[src/rtl/rom_read_arbiter.sv]
// Two-port arbiter (CPU fetch + debug readback) in front of a combinational-read ROM.
// Optional `ROM_ARB_FETCH_PRIORITY_EN selects fixed fetch priority instead of round-robin.
module rom_read_arbiter #(
    parameter int              ADDR_W         = 32,
    parameter int              DATA_W         = 32,
    parameter int              ROM_DEPTH_LOG2 = 8,
    parameter logic [DATA_W-1:0] NOP_WORD     = 32'h0000_0013
) (
    input  logic              clk,
    input  logic              reset_n,
    input  logic              f_req,
    input  logic [ADDR_W-1:0] f_addr,
    output logic              f_gnt,
    output logic              f_rvalid,
    output logic [DATA_W-1:0] f_rdata,
    output logic              f_err,
    input  logic              d_req,
    input  logic [ADDR_W-1:0] d_addr,
    output logic              d_gnt,
    output logic              d_rvalid,
    output logic [DATA_W-1:0] d_rdata,
    output logic              d_err,
    output logic [ADDR_W-1:0] rom_addr,
    input  logic [DATA_W-1:0] rom_data
);

    typedef enum logic [1:0] {IDLE, READ, RESP} state_t;

    localparam logic OWN_F = 1'b0;
    localparam logic OWN_D = 1'b1;

    state_t            r_state, w_next;
    logic              r_owner, r_last, r_err;
    logic [ADDR_W-1:0] r_rom_addr;
    logic [DATA_W-1:0] r_f_rdata, r_d_rdata;
    logic              r_f_rvalid, r_d_rvalid, r_f_err, r_d_err;

    logic              w_pick_d;
    logic              w_err;
    logic [ADDR_W-1:0] w_addr;

    always_comb begin
        w_next = r_state;
        f_gnt  = 1'b0;
        d_gnt  = 1'b0;
`ifdef ROM_ARB_FETCH_PRIORITY_EN
        w_pick_d = d_req & ~f_req;
`else
        // On a tie, debug wins only if fetch was served last.
        w_pick_d = d_req & (~f_req | (r_last == OWN_F));
`endif
        w_addr = w_pick_d ? d_addr : f_addr;
        w_err  = (w_addr[1:0] != 2'b00) |
                 (w_addr[ADDR_W-1:ROM_DEPTH_LOG2+2] != '0);
        case (r_state)
            IDLE: begin
                if (f_req | d_req) begin
                    f_gnt  = ~w_pick_d;
                    d_gnt  = w_pick_d;
                    w_next = READ;
                end
            end
            READ:    w_next = RESP;
            RESP:    w_next = IDLE;
            default: w_next = IDLE;
        endcase
    end

    always_ff @(posedge clk) begin
        if (!reset_n) begin
            r_state    <= IDLE;
            r_owner    <= OWN_F;
            r_last     <= OWN_D;
            r_err      <= 1'b0;
            r_rom_addr <= '0;
            r_f_rdata  <= '0;
            r_d_rdata  <= '0;
            r_f_rvalid <= 1'b0;
            r_d_rvalid <= 1'b0;
            r_f_err    <= 1'b0;
            r_d_err    <= 1'b0;
        end else begin
            r_state    <= w_next;
            r_f_rvalid <= 1'b0;
            r_d_rvalid <= 1'b0;
            r_f_err    <= 1'b0;
            r_d_err    <= 1'b0;
            if (r_state == IDLE && (f_req | d_req)) begin
                r_owner <= w_pick_d;
                r_last  <= w_pick_d;
                r_err   <= w_err;
                // Bad addresses never reach the ROM bus.
                if (!w_err)
                    r_rom_addr <= w_addr;
            end
            if (r_state == READ) begin
                if (r_owner == OWN_D) begin
                    r_d_rdata  <= r_err ? NOP_WORD : rom_data;
                    r_d_rvalid <= 1'b1;
                    r_d_err    <= r_err;
                end else begin
                    r_f_rdata  <= r_err ? NOP_WORD : rom_data;
                    r_f_rvalid <= 1'b1;
                    r_f_err    <= r_err;
                end
            end
        end
    end

    assign rom_addr = r_rom_addr;
    assign f_rdata  = r_f_rdata;
    assign d_rdata  = r_d_rdata;
    assign f_rvalid = r_f_rvalid;
    assign d_rvalid = r_d_rvalid;
    assign f_err    = r_f_err;
    assign d_err    = r_d_err;

endmodule

[config.mk]
export PLATFORM = sky130hd
export DESIGN_NAME = rom_read_arbiter
export DESIGN_NICKNAME = d
export VERILOG_FILES = /design/src/rtl/rom_read_arbiter.sv
export SDC_FILE = /design/constraint.sdc
export NUM_CORES = 1
export LEC_CHECK = 0
export CAP_MARGIN = 10
export CORE_MARGIN = 3
export CORE_UTILIZATION = 37
export DETAILED_ROUTE_END_ITERATION = 8
export PLACE_DENSITY = 0.77
export SLEW_MARGIN = 30
export SYNTH_ARGS = -nofsm -noshare
export SYNTH_HDL_FRONTEND = slang
export SYNTH_SLANG_ARGS = --single-unit
[constraint.sdc]
create_clock -name clk -period 1.75 [get_ports clk]
set_clock_uncertainty 0.15 [all_clocks]
set_input_delay 0.525 -clock clk [delete_from_list [all_inputs] [get_ports clk]]
set_output_delay 0.525 -clock clk [all_outputs]
set_load 0.01 [all_outputs]
# Word-level counts from Yosys, hierarchy flattened
# Cells that the tools add are included.
# Widths: inputs -> output; s select.
[word_totals]
regBits = 105
in_bits = 100
out_inout_bits = 102
[classes]
n_bitwise = 11
n_reduce_logical = 10
eq_ne = 2
mux = 10
[ops]
columns = ["operator", "count"]
rows = [
  ["$mux 32", 2],
  ["$reduce_bool 22->1", 1],
  ["$reduce_and 2->1", 4],
  ["$not 1->1", 7],
  ["$mux 1", 6],
  ["$pmux 2 s2", 1],
  ["$or 1x1->1", 3],
  ["$reduce_and 3->1", 1],
  ["$reduce_or 3->1", 1],
  ["$eq 2x1->1 const B", 1],
  ["$logic_not 2->1", 1],
  ["$mux 2", 1],
  ["$ne 2x1->1 const B", 1],
  ["$reduce_bool 2->1", 1],
  ["$and 1x1->1", 1],
  ["$logic_and 1x1->1", 1],
]

# Logic depth before layout (Yosys ltp)
[depth]
word_depth = 8
mapped_depth = 6
depth_no_buf = 5

# Worst setup path after synthesis
# OpenSTA, ideal clock, no wires.
[synth_timing]
path_kind = "input -> register"
startpoint = "input port f_addr[17]"
endpoint = "register r_rom_addr[22], in the netlist rom_addr[22]"
t_arrival_ns = 1.630
path_stages = 6
setup_slack_ns = -0.146
setup_ns = 0.116
cell_sequence = "nor4_1 > nand4_1 > mux2i_4 > nand2_4 > buf_6 > and3_1"
[synth_via]
elab_chain_len = 5
[synth_lines]
columns = ["element", "line_no", "rtl"]
rows = [
  ["start: declaration", "12", "input logic [ADDR_W-1:0] f_addr,"],
  ["$mux 32", "52", "w_addr = w_pick_d ? d_addr : f_addr;"],
  ["$reduce_bool 22->1", "54", "(w_addr[ADDR_W-1:ROM_DEPTH_LOG2+2] != '0);"],
  ["$or 1x1->1", "53", "w_err = (w_addr[1:0] != 2'b00) |"],
  ["$not 1->1 (no line)", "n/a", ""],
  ["$reduce_and 2->1 (no line)", "n/a", ""],
  ["end signal: assignment", "94", "r_rom_addr <= w_addr;"],
  ["end: declaration", "34", "logic [ADDR_W-1:0] r_rom_addr;"],
]
# No other way between the ends.
# A chain may end at the register's enable or synchronous reset.

# Final worst setup path
[layout_timing]
startpoint = "input port f_addr[22]"
endpoint = "register r_rom_addr[24], in the netlist rom_addr[24]"
# The elaborated chain is that of the path after synthesis.

==> results.json <==
{
  "status": "finished, violations left",
  "violations": "setup timing",
  "synth_area_mm2": 0.00415,
  "synth_sequential_area_ratio_pct": 50.7,
  "number_of_cts_inserted_buffers": 9,
  "hpwlAfterDp_um": 8840,
  "worstSetupPathType": "in -> reg",
  "port_buffers": 201,
  "detailedRoute.firstIterationViolations": 224,
  "share_of_cells_above_drive_strength_1_pct": 14.5,
  "critPathLaunch": "f_addr[22]",
  "clock_sinks": 105,
  "synth_seq_cells": 105,
  "drt_pass1_iterations": 4,
  "antennaDiodeCount": 0,
  "cts_max_path_buffers": 2,
  "core_area_mm2": 0.0109,
  "grt_setup_unrepaired": "true",
  "worst-endpoint-arrival_ns": 2.06,
  "die_w_um": 112,
  "detail_route.vias_per_cell": 4.92,
  "cellPowerDensity_mw_per_mm2": 712,
  "critical_path_peak_fanout": 7,
  "min_from": "f_rdata[30]$_SDFFE_PN0P_",
  "report.final.setup_viol": 35,
  "post_synth_xor_area_fraction_pct": 0,
  "timing.final.max_slew_violations": 0,
  "route.antenna.remaining_nets": 0,
  "regToRegEndpoint": "rom_addr[24]$_SDFFE_PN0P_",
  "number_of_global_route_vias_before_repair": 4081,
  "gr-usage-all-layers_pct": 20.4,
  "design.final.nets": 765,
  "die-area_mm2": 0.0125,
  "leakage_nw": 3.14,
  "detailroute.via_count": 3984,
  "layout.filler_cells": 957,
  "synth.mux.area_fraction_pct": 2.47,
  "setup_tns_ns": -6.14,
  "layout_area_growth_over_synthesis_pct": 62.5,
  "timing.reg2reg.setup_slack_ns": -0.15,
  "worst_slew_pin_slew_ns": 0.377,
  "worst_setup_hold_path_clk_slew_ns": 0.10,
  "die_y_um": 112,
  "synth_cell_type_count": 32,
  "io_pins": 202,
  "fin_crit_ns": 1.94,
  "worst-r2r-cell-count": 8,
  "avgSynthCellArea_um2": 9.09,
  "worst_hold_path.endpoint": "f_rdata[30]$_SDFFE_PN0P_",
  "worst_slack_ns": -0.194,
  "reg2reg_from": "r_last$_SDFFE_PN1P_",
  "startpoint_type": "primary input",
  "syn_nets": 556,
  "cts_htree_levels": 3,
  "post_drt_wl_per_cell_um": 15.9,
  "routed_wl_um": 12900,
  "period_share_pct": 111,
  "floorplan.initialDensity_pct": 38.1,
  "cap_violations": 0,
  "overall_power_mw": 4.79,
  "grt_pass1_wl_um": 20700,
  "clock_tree_from_tritoncts": "done",
  "largest_net_degree_at_the_start_of_global_routing": 46,
  "cts.root.buffer_cell": "clkbuf_8",
  "worst_ir_drop_vdd_uv": 353,
  "dominant_combinational_cell_family_by_area_after_synthesis": "simple AND/OR/NAND/NOR gates",
  "drcViolationCount": 0,
  "max_slew_margin_pct": 74.9,
  "critPathCaptureType": "flop",
  "clk-insertion-delay-late_ns": 0.36,
  "post_synth_main_area_contributors": "dfxtp_1 (51%), nand2_1 (11%), a21boi_1 (8.7%)",
  "synth_largest_area_cell": "dfxtp_1",
  "synth_simple_gate_area_share_pct": 28.1,
  "min_path_type": "reg -> reg",
  "worst_hold_path.num_cells": 2,
  "max_clock_freq_mhz": 515,
  "worst_ep_required_time_ns": 1.87,
  "synthCells": 456,
  "final_hold_viol_count": 0,
  "yosysWarnings": 0,
  "synth-compound-area-share_pct": 14.5,
  "yosys.area_share.adder_pct": 0,
  "antenna_found_initial": 0,
  "placementRows": 38,
  "finalCoreUtilization_pct": 61.9,
  "gp_congestion": 0.766,
  "global_route.overflow_total": 0,
  "synth.top_cell.area_share_pct": 50.7
}
-- per-layer routing --
metal / vias to the layer above / global-route usage, % / wire, µm / share of wire, %
li1: 1938 / - / - / -
met1: 1844 / 23.7 / 5290 / 41
met2: 171 / 34.8 / 6200 / 48
met3: 31 / 7.07 / 1020 / 7.9
met4: 0 / 7.54 / 343 / 2.7
met5: - / 0 / 0 / 0
-- timing repair --
| item | in CTS | in global routing |
|---|---|---|
| pin swaps | 27 | 11 |
| gates resized for setup | 193 | 24 |
| endpoints found under the setup margin | 135 | 64 |
| setup buffers | 11 | 3 |
| cloned | 5 | 0 |
| hold buffers | 0 | 0 |
-- Yosys cell counts --
master,instances
nand2_1,126
dfxtp_1,105
a21boi_1,48
nor2b_1,31
and3_1,26
clkbuf_1,18
a21boi_0,11
buf_2,11
nand3_1,9
a21oi_1,8
and3b_1,8
mux2i_1,8
nor2_1,7
o211a_1,7
and2_1,5
nor4_2,5
buf_6,3
nor3_1,3
nor4_1,3
nand4_1,2
a21boi_4,1
a21oi_4,1
buf_8,1
inv_1,1
mux2i_4,1
nand2_4,1
nand2b_1,1
nand4_2,1
nand4b_1,1
nor3_4,1
o21a_1,1
o21ai_1,1
-- stage by stage --
stage / hold slack [ns] / setup slack, ns / instances / cell area (µm²)
after floorplan: 0.329 / -0.100 / 456 / 4190
after global routing: 0.320 / -0.228 / 810 / 6740
after global placement: 0.291 / -0.788 / 779 / 6370
after detailed placement: 0.297 / -0.834 / 779 / 6370
final: 0.304 / -0.194 / 810 / 6740
after CTS: 0.305 / -0.152 / 811 / 6740
-- layout make-up --
class,instances,area (µm²),area share (%)
Tap cell,140,175,2.60
Multi-Input combinational cell,320,2100,31.1
Clock buffer,11,151,2.25
Timing Repair Buffer,228,2140,31.7
Sequential cell,105,2110,31.3
Clock inverter,5,62.6,0.929
Inverter,1,3.75,0.0557
-- logic make-up after synthesis --
| kind of cell | after synthesis |
|---|---|
| buffers and inverters | 34 |
| DFF | 105 |
| muxes | 9 |
| and+or+nand+nor | 230 |
| AOI/OAI and AO/OA | 78 |
-- power by group --
part           internal [mW]  leakage [nW]  total (mW)  switching (mW)
clock network          0.747         0.102        1.57           0.822
logic                  0.390          2.19       0.732           0.343
registers               2.46         0.852        2.49          0.0374
total                   3.59          3.14        4.79            1.20
-- sequential cells by signal (all words and copies together) (netlist names) --
name / cells
d_err: 1
d_rdata: 32
d_rvalid: 1
f_err: 1
f_rdata: 32
f_rvalid: 1
r_err: 1
r_last: 1
r_owner: 1
r_state: 2
rom_addr: 32
-- worst max path at each step --
stage | endpoint | slack, ns | cells past startpoint
floorplan | rom_addr[5]$_SDFFE_PN0P_ | -0.10 | 6
global placement | d_gnt | -0.79 | 5
detailed placement | d_gnt | -0.83 | 5
CTS | rom_addr[8]$_SDFFE_PN0P_ | -0.15 | 9
global route | rom_addr[4]$_SDFFE_PN0P_ | -0.23 | 9
finish | rom_addr[24]$_SDFFE_PN0P_ | -0.19 | 7
-- worst max-delay path: stages --
cell	delay (ns)
dlygate4sd2_1	0.25
nor4_2	0.32
nand4b_1	0.23
a21oi_4	0.29
buf_6	0.21
nand2_8	0.08
and3_4	0.15
-- placed cells by master (no fill, tap or decap), types with 8 or more instances in the layout --
| cell | netlist | layout |
|---|---|---|
| clkdlybuf4s50_1 | 0 | 58 |
| buf_6 | 3 | 10 |
| a21boi_1 | 48 | 48 |
| clkbuf_8 | 0 | 11 |
| and3b_1 | 8 | 8 |
| clkdlybuf4s15_1 | 0 | 8 |
| nand2_1 | 126 | 125 |
| and3_1 | 26 | 20 |
| dfxtp_1 | 105 | 99 |
| nor2b_1 | 31 | 29 |
| dlygate4sd2_1 | 0 | 129 |
| mux2i_1 | 8 | 8 |
| buf_4 | 0 | 11 |
| a21boi_0 | 11 | 11 |
No activity file was read; power rests on OpenSTA's default activity.
